File: config.mk
export PLATFORM = sky130hd
export DESIGN_NAME = sseg_scan_arbiter
export DESIGN_NICKNAME = d
export VERILOG_FILES = /design/src/rtl/sseg_scan_arbiter.sv
export SDC_FILE = /design/constraint.sdc
export NUM_CORES = 1
export LEC_CHECK = 0
export CORE_UTILIZATION = 45
export DETAILED_ROUTE_END_ITERATION = 6
export GPL_ROUTABILITY_DRIVEN = 0
export PLACE_DENSITY_LB_ADDON = 0.2
export SETUP_SLACK_MARGIN = 0.02
export SLEW_MARGIN = 20
export SYNTH_ARGS = -nofsm -noshare
export SYNTH_HDL_FRONTEND = slang
export SYNTH_SLANG_ARGS = --single-unit
File: constraint.sdc
create_clock -name clk -period 5.7 [get_ports clk]
set_input_delay 1.14 -clock clk [delete_from_list [all_inputs] [get_ports clk]]
set_output_delay 1.14 -clock clk [all_outputs]
set_load 0.05 [all_outputs]
File: src/rtl/sseg_scan_arbiter.sv
`default_nettype none
// ============================================================================
// Module  : sseg_scan_arbiter
// Brief   : Shares a 4-digit active-low seven-segment display between two
//           pattern sources. A frame-synchronous arbiter picks the owner and
//           a scan controller multiplexes the owner's frame snapshot onto the
//           anode/segment pins, with a blank window at the start of each slot.
// Rev     : 1.0  initial release
// ============================================================================
module sseg_scan_arbiter #(
  parameter int SCAN_DIV        = 50000,  // clk cycles per digit slot (>= 2)
  parameter int BLANK_CYCLES    = 500,    // dark cycles at slot start (< SCAN_DIV)
  parameter int MIN_HOLD_FRAMES = 16      // frames kept while contested (>= 1)
) (
  input  logic        clk,
  input  logic        reset,
  input  logic        a_req,
  input  logic [31:0] a_digits,
  input  logic        b_req,
  input  logic [31:0] b_digits,
  output logic [3:0]  an,
  output logic [7:0]  seg,
  output logic        grant_a,
  output logic        grant_b,
  output logic        frame_tick
);

  // Counter widths sized to the largest value each counter must hold.
  localparam int C_SLOT_W = $clog2(SCAN_DIV);
  localparam int C_HOLD_W = (MIN_HOLD_FRAMES > 1) ? $clog2(MIN_HOLD_FRAMES) : 1;

  localparam logic [C_SLOT_W-1:0] C_SLOT_LAST = C_SLOT_W'(SCAN_DIV - 1);
  localparam logic [C_SLOT_W-1:0] C_BLANK     = C_SLOT_W'(BLANK_CYCLES);
  localparam logic [C_HOLD_W-1:0] C_HOLD_MAX  = C_HOLD_W'(MIN_HOLD_FRAMES - 1);
  localparam logic [31:0]         C_DARK      = 32'hFFFF_FFFF;

  typedef enum logic [1:0] {
    IDLE  = 2'd0,
    OWN_A = 2'd1,
    OWN_B = 2'd2
  } state_t;

  state_t                r_state;
  state_t                w_next_state;
  logic [C_SLOT_W-1:0]   r_slot_cnt;
  logic [1:0]            r_idx;
  logic [C_HOLD_W-1:0]   r_hold_cnt;
  logic [31:0]           r_snapshot;
  logic [31:0]           w_next_snapshot;
  logic                  w_slot_wrap;
  logic                  w_fb;
  logic                  w_hold_done;
  logic                  w_blank;
  logic [3:0]            w_an_digit;
  logic [7:0]            w_seg_digit;

  // Frame boundary: last cycle of the last digit slot.
  assign w_slot_wrap = (r_slot_cnt == C_SLOT_LAST);
  assign w_fb        = w_slot_wrap && (r_idx == 2'd3);
  assign w_hold_done = (r_hold_cnt >= C_HOLD_MAX);
  assign w_blank     = (r_slot_cnt < C_BLANK);

  // Slot phase counter and digit index; idx wraps 3->0 at the frame boundary.
  always_ff @(posedge clk) begin
    if (reset) begin
      r_slot_cnt <= '0;
      r_idx      <= 2'd0;
    end else if (w_slot_wrap) begin
      r_slot_cnt <= '0;
      r_idx      <= r_idx + 2'd1;
    end else begin
      r_slot_cnt <= r_slot_cnt + 1'b1;
    end
  end

  // Arbiter state register; ownership, hold count and snapshot only move at FB.
  always_ff @(posedge clk) begin
    if (reset) begin
      r_state    <= IDLE;
      r_hold_cnt <= '0;
      r_snapshot <= C_DARK;
      grant_a    <= 1'b0;
      grant_b    <= 1'b0;
    end else if (w_fb) begin
      r_state    <= w_next_state;
      r_snapshot <= w_next_snapshot;
      grant_a    <= (w_next_state == OWN_A);
      grant_b    <= (w_next_state == OWN_B);
      if (w_next_state != r_state) begin
        r_hold_cnt <= '0;
      end else if (r_hold_cnt != C_HOLD_MAX) begin
        r_hold_cnt <= r_hold_cnt + 1'b1;
      end
    end
  end

  // Next owner: A wins ties from IDLE; a contested owner yields only once held
  // long enough, but an owner that drops its request yields immediately.
  always_comb begin
    w_next_state = r_state;
    case (r_state)
      IDLE: begin
        if (a_req) begin
          w_next_state = OWN_A;
        end else if (b_req) begin
          w_next_state = OWN_B;
        end
      end
      OWN_A: begin
        if (!a_req) begin
          w_next_state = b_req ? OWN_B : IDLE;
        end else if (b_req && w_hold_done) begin
          w_next_state = OWN_B;
        end
      end
      OWN_B: begin
        if (!b_req) begin
          w_next_state = a_req ? OWN_A : IDLE;
        end else if (a_req && w_hold_done) begin
          w_next_state = OWN_A;
        end
      end
      default: w_next_state = IDLE;
    endcase
  end

  // Patterns captured for the coming frame; IDLE captures an all-dark frame.
  always_comb begin
    w_next_snapshot = C_DARK;
    case (w_next_state)
      OWN_A:   w_next_snapshot = a_digits;
      OWN_B:   w_next_snapshot = b_digits;
      default: w_next_snapshot = C_DARK;
    endcase
  end

  // Decode the active digit's anode and pick its byte from the snapshot.
  always_comb begin
    w_an_digit  = 4'hF;
    w_seg_digit = 8'hFF;
    case (r_idx)
      2'd0: begin
        w_an_digit  = 4'b1110;
        w_seg_digit = r_snapshot[7:0];
      end
      2'd1: begin
        w_an_digit  = 4'b1101;
        w_seg_digit = r_snapshot[15:8];
      end
      2'd2: begin
        w_an_digit  = 4'b1011;
        w_seg_digit = r_snapshot[23:16];
      end
      default: begin
        w_an_digit  = 4'b0111;
        w_seg_digit = r_snapshot[31:24];
      end
    endcase
  end

  // Registered pin drivers: dark during the blank window to hide ghosting.
  always_ff @(posedge clk) begin
    if (reset) begin
      an         <= 4'hF;
      seg        <= 8'hFF;
      frame_tick <= 1'b0;
    end else begin
      frame_tick <= w_fb;
      if (w_blank) begin
        an  <= 4'hF;
        seg <= 8'hFF;
      end else begin
        an  <= w_an_digit;
        seg <= w_seg_digit;
      end
    end
  end

endmodule
`default_nettype wire

After elaboration in Yosys (flattened, before gate mapping) --
Index checks and enable logic that the tools add are counted.
Operators by class: add/subtract/negate cells 3, multiply operators 0, div/mod/pow operators 0, order comparisons 2, equal/unequal tests 10, shift operators 0, multiplexer cells 14, bitwise operators 0, reduce and logical (&&, ||, !) cells 9
Operator list (count):
- $pmux 32 s2 | 1
- $pmux 8 s3 | 1
- $add 16x1->16 const B | 1
- $eq 16x16->1 const B | 1
- $lt 16x9->1 const B | 1
- $mux 2 | 7
- $pmux 4 s3 | 1
- $eq 2x2->1 const B | 4
- $mux 4 | 2
- $eq 2x1->1 const B | 3
- $pmux 2 s3 | 1
- $add 4x1->4 const B | 1
- $ge 4x4->1 const B | 1
- $logic_not 2->1 | 2
- $ne 4x4->1 const B | 1
- $reduce_or 2->1 | 2
- $logic_and 1x1->1 | 3
- $add 2x1->2 const B | 1
- $ne 2x2->1 | 1
- $reduce_and 2->1 | 1
- $reduce_bool 2->1 | 1
- $mux 1 | 1
Storage, ports and cells: bits in registers 71, latch bits 0, RAM bits 0, ROM bits 0, input bits 68, output and inout port bits 15, logic and storage cells 48, memories 0

Logic depth before layout (Yosys ltp) --
Gate-level depths: netlist (run 1).
word-level depth 8, depth in mapped cells 11, mapped depth without buffers 8

Worst setup path after synthesis (run 1) --
No wires, ideal clock.
path kind input to register, from input b_req, to register r_snapshot[22], setup time 0.141 ns, data arrival time 2.433 ns, required time 5.559 ns, slack 3.125 ns, stages on the path 9, path buffers 2, cell sequence inv_1 nor2_1 o21ai_0 nand3_1 ha_1 clkbuf_1 clkbuf_1 a221oi_1 o211ai_1
On the way: cells in the longest elaborated chain, start to end 6, elaborated cells between the ends (all ways) 11, those cells by class 2 x eq/ne; 8 x mux; 1 x reduce/logical
Ends and longest elaborated chain:
- start: declaration | RTL line 19 | input logic b_req,
- $logic_and 1x1->1 | RTL line 112 | end else if (b_req && w_hold_done) begin
- $mux 2 | RTL line 112
- $mux 2 | RTL line 110 | if (!a_req) begin
- $pmux 2 s3 * | RTL line 101 | case (r_state)
- $eq 2x2->1 / $eq 2x1->1 (equally long branches) | RTL line 130 | case (w_next_state)
- $pmux 32 s2 * | RTL line 130
- end signal: assignment | RTL line 86 | r_snapshot <= w_next_snapshot;
- end: declaration | RTL line 48 | logic [31:0] r_snapshot;
Every way passes the cells marked *; elsewhere a longest branch is shown, timed or not. A chain may end at the register's enable or synchronous reset.

Final worst setup path (run 1) --
from input a_req, to register r_snapshot[0]
On the way: cells in the longest elaborated chain, start to end 6, elaborated cells between the ends (all ways) 10, those cells by class 2 x eq/ne; 7 x mux; 1 x reduce/logical
Ends and longest elaborated chain:
- start: declaration | RTL line 17 | input logic a_req,
- $logic_and 1x1->1 | RTL line 119 | end else if (a_req && w_hold_done) begin
- $mux 2 | RTL line 119
- $mux 2 | RTL line 117 | if (!b_req) begin
- $pmux 2 s3 * | RTL line 101
- via w_next_state[1] | RTL line 44 | state_t w_next_state;
- $eq 2x2->1 / $eq 2x1->1 (equally long branches) | RTL line 130
- $pmux 32 s2 * | RTL line 130
Mark *: on every way through the listed nets, which the timed path passes. The rest lies on a longest branch.

==> results.json, run 1 <==
{
  "status": "finished, final reports clean",
  "wl_per_cell_um": 15.3,
  "synth.area.top_cells": "dfxtp_1 (44%), a221oi_1 (8.6%), o211ai_1 (7.6%)",
  "peakVddDrop_uv": 118,
  "drc": 0,
  "gr-usage-met2": 0.349,
  "async_flop_share": 0,
  "synth.mux.area_fraction": 0.00307,
  "antenna_found_initial": 0,
  "synth-edff-count": 0,
  "relSlewSlack": 0.527,
  "gr-usage-met1": 0.312,
  "skew_ns": 0.0144,
  "grt_pass1_vias": 2780,
  "top_usage_layer": "met2",
  "end_kind": "flop",
  "cts_buffers": 9,
  "fmax_mhz": 320,
  "fin_crit_ns": 3.13,
  "grt-ovfl-total": 0,
  "hold_class": "reg2reg",
  "cts_buffer_depth": 2,
  "firstDrtPassIters": 6,
  "power.leakage_nw": 1.72,
  "dp_hpwl_um": 5500,
  "yosysTopAreaCell": "dfxtp_1",
  "required_ns": 5.95,
  "rsz0062_at_grt": "false",
  "cts-root-buf": "clkbuf_8",
  "syn-mean-instance-area_sq_um": 8.82,
  "yosysSeqAreaShare": 0.436,
  "die_w_um": 87.2,
  "num_vias": 3056,
  "synth_xor_area_frac": 0.0349,
  "synth_fa_ha_area_frac": 0.0345,
  "worstSetupPathType": "in2reg",
  "fin_tns_setup_ns": 0,
  "ant_nets": 0,
  "drt_iter0_drc": 242,
  "syn_area_sq_um": 3260,
  "hold_viol": 0,
  "cap_violations": 0,
  "cts-htree-levels": 3,
  "grt_max_degree": 75,
  "core_sq_um": 6910,
  "syn_nets": 447,
  "tightest_slew_ns": 0.704,
  "synth_top_family_by_area": "compound AO/OA/AOI/OAI gates",
  "synth_top_area_frac": 0.436,
  "worstPathArrival_ns": 3.37,
  "post-route-period-util": 0.548,
  "io_pins": 83,
  "synth_seq_cells": 71,
  "cts_setup_buffers": 0,
  "yosysUniqueCellTypes": 41,
  "clock_latency_ns": 0.34,
  "die_height_um": 87.2,
  "start_util": 0.472,
  "cp-start-kind": "input pin",
  "ctsHoldBuffers": 0,
  "critPathMaxFanout": 32,
  "synth_compound_area_frac": 0.248,
  "placedInstanceArea_sq_um": 4080,
  "finalInstanceArea_sq_um": 4370,
  "use_met3": 0.0445,
  "wl_um": 8180,
  "synth-main-ff-cell": "dfxtp_1",
  "io_buffers": 82,
  "fin_nets": 509,
  "slew_violations": 0,
  "setup_viol": 0,
  "cts_sinks": 71,
  "ys_warn_count": 0,
  "vias_per_cell": 5.73,
  "synthSimpleGateAreaFrac": 0.192,
  "grt_use_total": 0.227,
  "powerDensity_nw_per_um2": 263,
  "syn_to_final_growth_pct": 33.9,
  "synth_cells": 370,
  "std_cell_rows": 30,
  "layout-drive-gt1-share": 0.0572,
  "die_area_sq_um": 7600,
  "clkTransAtPathRegs_ns": 0.07,
  "cts_resized": 0,
  "cts_tree": "yes",
  "grt_pass1_wl_um": 13400,
  "n_antenna_cell": 0
}
## worst max-delay path, stage by stage
cell	delay [ns]
clkdlybuf4s50_1	0.61
o22ai_1	0.12
o21ai_0	0.32
inv_1	0.09
ha_2	0.72
a221oi_1	0.15
o211ai_1	0.22
## routing by layer
metal,share of wire,wire length (um)
met1,0.48,3900
met2,0.46,3740
met3,0.052,427
met4,0.014,113
met5,0,0
## power breakdown
group          internal, mW  switching, mW
sequential            0.497        0.00204
clock                 0.359          0.185
combinational        0.0594         0.0450
total                 0.916          0.232
## cells in the final DEF (no fill, tap or decap), drive strengths merged, types with 4 or more instances in the layout
master | synthesis | final
nand2 | 60 | 60
a21oi | 8 | 8
a222oi | 8 | 8
xnor2 | 10 | 10
nor2 | 21 | 21
bufinv | 0 | 4
inv | 10 | 10
o21ai | 12 | 12
a221oi | 32 | 32
dfxtp | 71 | 71
clkbuf | 30 | 12
nor4 | 7 | 7
clkdlybuf4s50 | 0 | 82
or4 | 4 | 4
o211ai | 34 | 34
nand3 | 11 | 11
and3 | 7 | 7
ha | 9 | 9
## registers in the layout (all words and copies together), names as in the netlist
name / flops
r_state: 2
an: 4
r_idx: 2
r_snapshot: 32
grant_a: 1
seg: 8
r_hold_cnt: 4
frame_tick: 1
grant_b: 1
r_slot_cnt: 16
## cell type report
type | count | area, sq um
sequential | 71 | 1420
fill | 613 | 2540
tap | 96 | 120
clock inverter | 5 | 128
clock buffer | 11 | 151
timing repair buffer | 84 | 836
inverter | 10 | 37.5
multi-input combinational | 256 | 1680
## final timing paths
check	to	slack, ns	from	cells after the start
setup reg to reg	r_snapshot[0]	3.00	r_hold_cnt[0]	8
hold / removal	grant_a	0.47	grant_a	2
hold reg to reg	grant_a	0.47	grant_a	2
setup / recovery	r_snapshot[0]	2.57	a_req	7
## Yosys cell counts, types with 6 or more instances
cell and instances:
o21ai_0 12, a21oi_1 8, o211ai_1 33, a221oi_1 32
clkbuf_1 30, nor2_1 21, a222oi_1 8, ha_1 9
nor4_1 6, inv_1 10, nand2_1 60, dfxtp_1 71
nand3_1 11, and3_1 7, xnor2_1 10
## cell families (layout without fill, tap and decap cells)
kind of cell,count (synthesis),count (layout)
XOR/XNOR,13,13
AO/OA/AOI/OAI,105,105
buffers and inverters,43,110
flip-flops,71,71
multiplexers,1,1
AND/OR/NAND/NOR,128,128
adder cells (fa/ha/maj),9,9
## metrics by stage
stage	hold WS, ns	setup WS, ns	std cells	power, mW	util
2_1_floorplan	0.430	3.13	370	0.556	-
3_3_place_gp	0.445	1.95	516	0.614	0.591
3_5_place_dp	0.458	2.25	516	0.615	0.591
4_1_cts	0.466	2.59	532	1.16	0.632
5_1_grt	0.498	2.38	533	1.19	0.633
6_report	0.468	2.57	533	1.15	0.633
Note: power is estimated with default switching activity, not from simulation.
==> run 2, diff against run 1 <==
Settings changed: CORE_UTILIZATION 45 to 44.
Clock period 5.7 ns to 2.6 ns, I/O delays scaled along.
==> run 2 against run 1 <==
Net effect:
- via count up 1.6%
- wire length is 2.8% higher
- sequential cell count is the same
- hold slack got worse by 0.0095 ns
- utilization is 2.1 points lower
- sequential share of layout area decreased by 0.30 points
- design area is 0.92% higher
- largest power group is now sequential cells
- sequential power is 120% higher
==> results.json, run 2 (synthesis gave the netlist of run 1 again) <==
{
  "status": "finished, final reports clean",
  "relSlewSlack": 0.588,
  "drt_iter0_drc": 255,
  "hp-start": "grant_b",
  "io_buffers": 82,
  "setup_viol": 0,
  "r2r_start": "r_hold_cnt[0]",
  "grt_pass1_vias": 2786,
  "slowest_delay_ns": 0.40,
  "instances_no_fill": 550,
  "required_ns": 2.80,
  "n_antenna_cell": 0,
  "dp_hpwl_um": 5690,
  "crit_chain": "ha_1 > and3_1 > o22ai_1 > o21ai_0 > inv_1 > ha_1 > buf_12 > a221oi_1 > o211ai_1",
  "use_met3": 0.0424,
  "p_seq_frac": 0.515,
  "reg2reg_slack_ns": 0.24,
  "cts_buffers": 9,
  "power.total_mw": 2.12,
  "ctsHoldBuffers": 0,
  "reg2reg_to": "r_snapshot[6]",
  "powerDensity_nw_per_um2": 482,
  "die_w_um": 88.1,
  "die_area_sq_um": 7760,
  "largest_reg_flops": 32,
  "wl_per_cell_um": 15.3,
  "drc": 0,
  "grt_pass1_wl_um": 13400,
  "p_switching_mw": 0.539,
  "gr-usage-met1": 0.317,
  "grt_use_total": 0.224,
  "cts-root-buf": "clkbuf_8",
  "clock_latency_ns": 0.34,
  "place_ws_ns": 0.0726,
  "gr-usage-met2": 0.340,
  "firstDrtPassIters": 6,
  "cts-htree-levels": 3,
  "skew_ns": 0.0110,
  "intPower_mw": 1.59,
  "die_height_um": 88.1,
  "crit_slowest_cell": "dfxtp_1",
  "fmax_mhz": 424,
  "vias_per_cell": 5.65,
  "slew_violations": 0,
  "clkTransAtPathRegs_ns": 0.07,
  "fin_nets": 523,
  "worstPathArrival_ns": 2.56,
  "cts_resized": 0,
  "std_cell_rows": 31,
  "fin_tns_setup_ns": 0,
  "whs_endpoint": "grant_b",
  "start_util": 0.452,
  "syn_to_final_growth_pct": 35.2,
  "post-route-period-util": 0.906,
  "pwr-share-comb": 0.119,
  "top_usage_layer": "met2",
  "top_regs": "r_snapshot (32), r_slot_cnt (16), seg (8)",
  "cap_violations": 0,
  "layout_common_cells": "clkdlybuf4s50_1 (82), dfxtp_1 (71), nand2_1 (60)",
  "critical_path.most_common_cell": "ha_1",
  "wl_um": 8410,
  "cts_sinks": 71,
  "placedInstanceArea_sq_um": 4230,
  "ant_nets": 0,
  "end_kind": "flop",
  "grt-ovfl-total": 0,
  "hold_path_depth": 2,
  "peakVddDrop_uv": 286,
  "worstRegToRegCells": 9,
  "power.leakage_nw": 1.76,
  "swShare": 0.254,
  "layout-drive-gt1-share": 0.0843,
  "grt_max_degree": 68,
  "hold_viol": 0,
  "cts_buffer_depth": 2,
  "largest-register": "r_snapshot",
  "antenna_found_initial": 0,
  "num_vias": 3106,
  "rsz0062_at_grt": "false",
  "cts_setup_buffers": 0,
  "fin_crit_ns": 2.36,
  "finalInstanceArea_sq_um": 4410,
  "core_sq_um": 7210,
  "io_pins": 83,
  "worstSetupPathType": "reg2reg",
  "tightest_slew_ns": 0.619,
  "dp_cells": 534,
  "layout_setup_ws_ns": 0.244,
  "power_frac_clock": 0.365,
  "critPathMaxFanout": 32,
  "cp-start-kind": "flop",
  "hold_class": "reg2reg",
  "final_common_cell": "clkdlybuf4s50_1",
  "cts_tree": "yes"
}
run 2: cell count changes in the layout (fill, tap and decap cells not counted), sizes merged:
cell / change
bufinv: -4
inv: +1
clkinvlp: +1
clkinv: +4
clkbuf: -3
buf: +15
run 2: critical path, delay by kind of cell, from the launching register on:
family          cells  cell delay (ns)
compound gates      4             0.76
fa+ha+maj           2             0.50
simple gates        1             0.30
flops               1             0.40
buf+inv             2             0.25
run 2: layer usage:
| layer | up-vias | part of all wire |
|---|---|---|
| met3 | 8 | 0.058 |
| met4 | 0 | 0.010 |
| met1 | 1442 | 0.47 |
| li1 | 1545 | - |
| met2 | 111 | 0.46 |
| met5 | - | 0 |
run 2: worst max path at each step:
| stage | start | cells past startpoint | slack (ns) | end |
|---|---|---|---|---|
| after CTS | r_hold_cnt[0] | 9 | 0.20 | r_snapshot[6] |
| final | r_hold_cnt[0] | 9 | 0.24 | r_snapshot[6] |
| after floorplan | r_hold_cnt[0] | 11 | 0.24 | r_snapshot[22] |
| after detailed placement | b_req | 9 | 0.07 | r_snapshot[6] |
| after global placement | b_req | 9 | 0.09 | r_snapshot[6] |
| after global routing | r_hold_cnt[0] | 9 | 0.06 | r_snapshot[6] |
run 2: metrics by stage:
step,hold slack (ns),utilization
6_report,0.459,0.611
5_1_grt,0.498,0.611
4_1_cts,0.456,0.610
3_5_place_dp,0.446,0.587
3_3_place_gp,0.441,0.587
2_1_floorplan,0.430,-
run 2: area by class of cell:
class | count | area [sq um]
clock buffer | 9 | 124
clock inverter | 7 | 47.5
fill | 648 | 2800
inverter | 10 | 37.5
multi-input combinational | 256 | 1680
sequential | 71 | 1420
tap | 99 | 124
timing repair buffer | 98 | 978
run 2: power by group through the flow:
stage | logic [mW] | clock network [mW] | registers, mW
after detailed placement | 0.251 | 0 | 1.12
final | 0.253 | 0.776 | 1.09
after CTS | 0.253 | 0.794 | 1.09
after global routing | 0.277 | 0.840 | 1.10
after floorplan | 0.101 | 0 | 1.12
after global placement | 0.249 | 0 | 1.12
